File: config.mk
export PLATFORM = sky130hd
export DESIGN_NAME = spi_eeprom_arbiter
export DESIGN_NICKNAME = d
export VERILOG_FILES = /design/src/rtl/spi_eeprom_arbiter.sv
export SDC_FILE = /design/constraint.sdc
export NUM_CORES = 1
export LEC_CHECK = 0
export ABC_AREA = 1
export CORE_UTILIZATION = 50
export DETAILED_ROUTE_END_ITERATION = 8
export PLACE_DENSITY = 0.74
export SLEW_MARGIN = 20
export SYNTH_ARGS = -nofsm -noshare
export SYNTH_HDL_FRONTEND = slang
export SYNTH_SLANG_ARGS = --single-unit
File: constraint.sdc
create_clock -name clk -period 9.2 [get_ports clk]
set_input_delay 1.38 -clock clk [delete_from_list [all_inputs] [get_ports clk]]
set_output_delay 1.38 -clock clk [all_outputs]
set_load 0.1 [all_outputs]
File: src/rtl/spi_eeprom_arbiter.sv
// Round-robin arbiter sharing one SPI EEPROM master among four requesters,
// with a per-device write-cycle hold-off timer after each completed write.
module spi_eeprom_arbiter #(
    parameter int TWC_CYCLES  = 250000,
    parameter int ACK_TIMEOUT = 64
) (
    input  logic        clk,
    input  logic        reset,
    input  logic [3:0]  req,
    input  logic [3:0]  req_rd_wr,
    input  logic [35:0] req_addr,
    input  logic [31:0] req_data,
    input  logic [7:0]  req_sel,
    output logic [3:0]  gnt,
    output logic [3:0]  done,
    output logic        err,
    output logic [7:0]  rd_data,
    output logic [3:0]  wc_busy,
    output logic        m_start,
    output logic        m_rd_wr,
    output logic [8:0]  m_addr,
    output logic [7:0]  m_data_in,
    output logic [1:0]  m_eeprom_sel,
    input  logic        m_busy,
    input  logic [7:0]  m_data_out
);

    localparam int CW = (TWC_CYCLES > 0) ? $clog2(TWC_CYCLES + 1) : 1;
    localparam int AW = (ACK_TIMEOUT > 1) ? $clog2(ACK_TIMEOUT + 1) : 1;
    localparam logic [CW-1:0] TWC_LOAD = CW'(TWC_CYCLES);
    localparam logic [AW-1:0] ACK_LAST = AW'((ACK_TIMEOUT > 0) ? ACK_TIMEOUT - 1 : 0);

    typedef enum logic [2:0] {
        IDLE,
        ISSUE,
        WAIT_ACK,
        WAIT_DONE,
        COMPLETE
    } state_t;

    state_t        state;
    logic [1:0]    ptr;
    logic [1:0]    owner;
    logic          err_r;
    logic [AW-1:0] ack_cnt;
    logic [CW-1:0] wc_cnt [4];

    logic [3:0]    elig;
    logic          found;
    logic [1:0]    win;
    logic [1:0]    idx;

    // Eligibility uses this cycle's counter, so a device frees up the
    // same cycle its counter reads zero.
    always_comb begin
        elig  = '0;
        found = 1'b0;
        win   = ptr;
        idx   = ptr;
        for (int i = 0; i < 4; i++) begin
            elig[i] = req[i] && (wc_cnt[req_sel[2*i +: 2]] == '0);
        end
        for (int k = 0; k < 4; k++) begin
            idx = ptr + 2'(k);
            if (!found && elig[idx]) begin
                found = 1'b1;
                win   = idx;
            end
        end
    end

    always_comb begin
        wc_busy = '0;
        for (int d = 0; d < 4; d++) begin
            wc_busy[d] = (wc_cnt[d] != '0);
        end
    end

    always_ff @(posedge clk or posedge reset) begin
        if (reset) begin
            state        <= IDLE;
            ptr          <= '0;
            owner        <= '0;
            err_r        <= 1'b0;
            ack_cnt      <= '0;
            gnt          <= '0;
            done         <= '0;
            err          <= 1'b0;
            rd_data      <= '0;
            m_start      <= 1'b0;
            m_rd_wr      <= 1'b0;
            m_addr       <= '0;
            m_data_in    <= '0;
            m_eeprom_sel <= '0;
            for (int d = 0; d < 4; d++) begin
                wc_cnt[d] <= '0;
            end
        end else begin
            for (int d = 0; d < 4; d++) begin
                if (wc_cnt[d] != '0) begin
                    wc_cnt[d] <= wc_cnt[d] - 1'b1;
                end
            end
            done    <= '0;
            err     <= 1'b0;
            m_start <= 1'b0;
            unique case (state)
                IDLE: begin
                    if (found) begin
                        owner        <= win;
                        gnt          <= 4'b0001 << win;
                        m_rd_wr      <= req_rd_wr[win];
                        m_addr       <= req_addr[9*win +: 9];
                        m_data_in    <= req_data[8*win +: 8];
                        m_eeprom_sel <= req_sel[2*win +: 2];
                        m_start      <= 1'b1;
                        err_r        <= 1'b0;
                        ack_cnt      <= '0;
                        state        <= ISSUE;
                    end
                end
                ISSUE: state <= WAIT_ACK;
                WAIT_ACK: begin
                    if (m_busy) begin
                        state <= WAIT_DONE;
                    end else if (ack_cnt == ACK_LAST) begin
                        err_r <= 1'b1;
                        err   <= 1'b1;
                        done  <= 4'b0001 << owner;
                        state <= COMPLETE;
                    end else begin
                        ack_cnt <= ack_cnt + 1'b1;
                    end
                end
                WAIT_DONE: begin
                    if (!m_busy) begin
                        if (m_rd_wr) begin
                            rd_data <= m_data_out;
                        end
                        done  <= 4'b0001 << owner;
                        state <= COMPLETE;
                    end
                end
                COMPLETE: begin
                    // Placed after the decrement loop so the load wins.
                    if (!m_rd_wr && !err_r) begin
                        wc_cnt[m_eeprom_sel] <= TWC_LOAD;
                    end
                    gnt   <= '0;
                    ptr   <= owner + 2'd1;
                    state <= IDLE;
                end
                default: state <= IDLE;
            endcase
        end
    end

endmodule

Word level (Yosys, flattened, before mapping)
Cells that the tools add are included.

Flip-flop bits (word level): 125. Bits of input ports: 95. Output and inout port bits: 42.

Add/subtract/negate cells: 9. Multipliers: 1. Order comparisons: 11. Equality and inequality tests: 11. Shift-type cells: 5. Mux-type cells: 61. Bitwise gates (word level): 9. Reductions and logical operators: 31.

Operators with widths (count): $mux W18 (13); $bmux W18 S2 (4); $mux W72 (2); $logic_not A18 Y1 (4); $reduce_bool A18 Y1 (4); $sub A18 B1 Y18 const B (4); $and A44 B44 Y44 (1); $not A44 Y44 (1); $demux W18 S2 (1); $shiftx A36 B7 Y9 (1); $shiftx A32 B6 Y8 (1); $or A28 B28 Y28 (1); $mux W7 (3); $mux W1 (17); $mux W4 (4); $pmux W4 S2 (2); $ge A3 B3 Y1 const B (5); $lt A2 B3 Y1 const B (5); $not A2 Y3 (5); $pmux W7 S2 (1); $mux W3 (4); $pmux W3 S4 (1); $bmux W1 S2 (5); $ne A2 B2 Y1 const B (5); 22 further kinds (44).

Depth between registers and ports, before layout
Depth in word-level cells: 21. Depth in mapped cells: 23. Mapped depth without buffers: 22.

Worst setup path before layout
Ideal clock, no wire load.

Path kind: register -> output. Start point: register wc_cnt[18] (netlist bit). End point: output port wc_busy[2]. Data arrival time: 1947 ps. Setup slack: 5873 ps. Stages on the path, launching flop included: 7. Cell sequence: dfrtp_1 > inv_2 > ha_1 > nand2_1 > nor2_1 > nand3_1 > clkbuf_1.

Longest elaborated chain between the ends: 1.

Ends and longest elaborated chain: start, declared (line 46) `logic [CW-1:0] wc_cnt [4];`; start signal, assigned by index (line 101) `wc_cnt[d] <= wc_cnt[d] - 1'b1;`; $reduce_bool A18 Y1 (line 75) `wc_busy[d] = (wc_cnt[d] != '0);`; end, declared (line 18) `output logic [3:0] wc_busy,`.

Every way passes these cells.

Worst setup path in the final report
Start point: register wc_cnt[36] (netlist bit). End point: output port wc_busy[1].

Same word-level chain as after synthesis.

==> flow_summary.json <==
{
  "min_delay_worst_endpoint": "wc_cnt[36]$_DFF_PP0_",
  "clockBufferDepth": 2,
  "worst_setup_path_end_kind": "primary output",
  "min_from": "wc_cnt[36]$_DFF_PP0_",
  "hp-class": "register to register",
  "dieArea_sq_um": 15400,
  "start_util_pct": 51.2,
  "final_common_cell": "nand2_1",
  "fin_nets": 1264,
  "yosysUniqueCellTypes": 50,
  "place.detailed.hpwl_mm": 12.8,
  "ir_drop_mv": 0.315,
  "synth-edff-count": 0,
  "wire_per_inst_um": 13.5,
  "power.total_mw": 3.64,
  "reg2reg_slack_ns": 5.91,
  "postSynthRegisterBits": 125,
  "drt_pass1_iterations": 5,
  "seq_power_share_pct": 27.8,
  "worst-r2r-cell-count": 19,
  "p_leak_nw": 4.69,
  "insertion_delay_ns": 0.42,
  "netlist_area_sq_um": 7450,
  "htreeDepth": 4,
  "cap_viol_max_count": 0,
  "cts_resized": 0,
  "timing.rr.start": "wc_cnt[34]$_DFF_PP0_",
  "slowest_stage": "clkdlybuf4s50_1",
  "syn2layout_area_growth_pct": 27.6,
  "critical_path_class": "register to primary output",
  "wl_mm": 18.4,
  "grt_max_degree": 79,
  "gp_congestion": 0.867,
  "syn_area_per_cell_sq_um": 7.26,
  "ys.flop_type": "dfrtp_1",
  "swShare_pct": 51.2,
  "grt_first_pass_wirelength_mm": 30.5,
  "path_cells": "inv_1, ha_1, nand2_1, nor2_1, nand2_1, nor2_1, clkinv_1, clkdlybuf4s50_1",
  "seq_area_frac_synth_pct": 42.0,
  "core-area_sq_um": 14500,
  "mostFrequentLayoutCells": "nand2_1 (350), clkdlybuf4s50_1 (136), dfrtp_1 (125)",
  "internal_power_mw": 1.78,
  "cts.clk_slew.worst_paths_ns": 0.06,
  "worst_pin_slew_ns": 1.02,
  "drt_iter0_markers": 446,
  "finalHoldViolations": 0,
  "synthCells": 1026,
  "cellPowerDensity_nw_per_um2": 383,
  "reg2reg_to": "m_data_in[7]$_DFFE_PP0P_",
  "grt_pass1_vias": 6396,
  "fin_crit_sh_pct": 47.3,
  "finalSetupTns_ns": 0,
  "period_needed_ns": 4.35,
  "globalRouteOverflowTotal": 0,
  "fmax_mhz": 230,
  "holdPathStages": 1,
  "drive_gt1_share_pct": 7.93,
  "num_vias": 6983,
  "syn_nets": 1130,
  "clock-sinks": 125,
  "cp_data_required_time_ns": 7.82,
  "arrival_ns": 2.97,
  "rows": 44,
  "routed_via_density": 5.15,
  "die_h_um": 124,
  "p_switching_mw": 1.86,
  "startpoint_type": "register",
  "hold_buffers": 0,
  "rsz0062_at_grt": "no",
  "holdWs_ns": 0.457,
  "slowest_delay_ns": 1.03,
  "path_buf_inv": 3,
  "cts_tree": "done",
  "crit_family": "buffers and inverters",
  "setup_viol": 0,
  "track_usage_pct": 25.3,
  "relSlewSlack_pct": 31.8,
  "path_max_fanout": 8,
  "ios": 137,
  "post-cts-setup-buffer-count": 0,
  "report.final.slew_viol_count": 0,
  "async_reset_ff_share_pct": 100,
  "clockPowerShare_pct": 18.2,
  "portBuffers": 136,
  "drcViolationCount": 0,
  "status": "complete, no violations",
  "root_buffer": "clkbuf_16",
  "pwr-share-comb_pct": 54.0,
  "ant_nets": 0,
  "numCtsBuffers": 17,
  "num_antenna_cells": 0,
  "die_w_um": 124,
  "ys_warn_count": 0,
  "antenna_found_initial": 0,
  "skew_ns": 0.00645
}
-- how the worst max path moves through the flow --
stage	startpoint	to	slack, ns	cells after the start
2_1_floorplan	reset	ack_cnt[0]$_DFFE_PP0P_	4.49	1
3_3_place_gp	req_sel[0]	m_rd_wr$_DFFE_PP0P_	4.79	19
3_5_place_dp	req_sel[0]	m_rd_wr$_DFFE_PP0P_	4.69	19
4_1_cts	wc_cnt[36]$_DFF_PP0_	wc_busy[1]	4.84	8
5_1_grt	wc_cnt[36]$_DFF_PP0_	wc_busy[1]	4.57	8
6_report	wc_cnt[36]$_DFF_PP0_	wc_busy[1]	4.85	8
-- registers in the layout, indices dropped and copies added (netlist names) --
| signal | count |
|---|---|
| m_rd_wr | 1 |
| done | 4 |
| ack_cnt | 7 |
| m_data_in | 8 |
| err | 1 |
| owner | 2 |
| ptr | 2 |
| state | 3 |
| m_eeprom_sel | 2 |
| gnt | 4 |
| m_addr | 9 |
| m_start | 1 |
| rd_data | 8 |
| wc_cnt | 72 |
| err_r | 1 |
-- per-layer routing --
layer / vias up / track usage (%) / part of all wire, %
met5: - / 0 / 0
met4: 0 / 7.51 / 1.4
met3: 23 / 6.04 / 4.8
met2: 159 / 40.4 / 47
met1: 3218 / 33.9 / 46
li1: 3583 / - / -
-- Yosys cell counts, drive strengths merged, types with 2 or more instances --
master    n  area share, %
o221ai    2           0.24
o21ai    32            2.3
inv      98            4.9
nand3   103            7.2
nand3b    3           0.30
nor4      5           0.42
nand2   367             19
o211ai    6           0.60
a211oi    8           0.81
a211o     2           0.24
clkbuf    5           0.25
a21oi    31            2.1
o31ai     3           0.30
nor3     18            1.2
nor2    133            7.6
ha        9            1.5
o21a      4           0.40
nand4     9            1.2
xor2     12            1.4
buf      21            2.0
dfrtp   125             42
xnor2     7           0.82
mux2      8            1.2
-- through the flow --
stage          area [sq um]  worst slack (ns)  util, %  instances
2_1_floorplan          7450              4.49        -       1026
3_3_place_gp           8910              4.79     61.3       1325
3_5_place_dp           8910              4.69     61.3       1325
4_1_cts                9500              4.84     65.3       1357
5_1_grt                9500              4.57     65.4       1357
6_report               9500              4.85     65.4       1357
-- power groups by stage --
stage | sequential [mW] | combinational (mW) | clock (mW)
3_3_place_gp | 1.01 | 1.94 | 0
4_1_cts | 1.01 | 1.97 | 0.672
5_1_grt | 1.05 | 2.19 | 0.696
3_5_place_dp | 1.01 | 1.96 | 0
6_report | 1.01 | 1.97 | 0.661
2_1_floorplan | 1.43 | 1.15 | 0
-- worst reg2reg max path, stage by stage (launching register included) --
cell and delay [ns]:
dfrtp_1 0.41, nor2_1 0.27, nand2_1 0.10, nor2_2 0.13, nand3_2 0.15, nand2_1 0.09
nand3_1 0.07, nand2_1 0.12, nand3_1 0.08, nand2_1 0.11, nand2_2 0.08, nand2_4 0.14
nand4_4 0.55, nand2_8 0.50, nand2_1 0.11, nand2_1 0.07, nand2_1 0.05, nand2_1 0.09
nand2_1 0.05, nand2_1 0.07
-- area by class of cell --
class	count	area, sq um
well taps	184	230
clock inverters	13	141
clock buffers	19	443
multi-input cells	776	3780
fillers	1249	5030
inverters	99	374
repair buffers	141	1400
flip-flops and latches	125	3130
-- kinds of logic (layout without fill, tap and decap cells) --
family / after synthesis / in the layout / share of synthesized area, %
adders and majority gates: 9 / 9 / 1.51
AOI/OAI and AO/OA: 98 / 98 / 8.10
muxes: 8 / 8 / 1.21
xor gates and xnor gates: 19 / 19 / 2.23
and+or+nand+nor: 642 / 642 / 37.7
DFF: 125 / 125 / 42.0
buffers and inverters: 125 / 272 / 7.21
(Power assumes the default switching activity.)
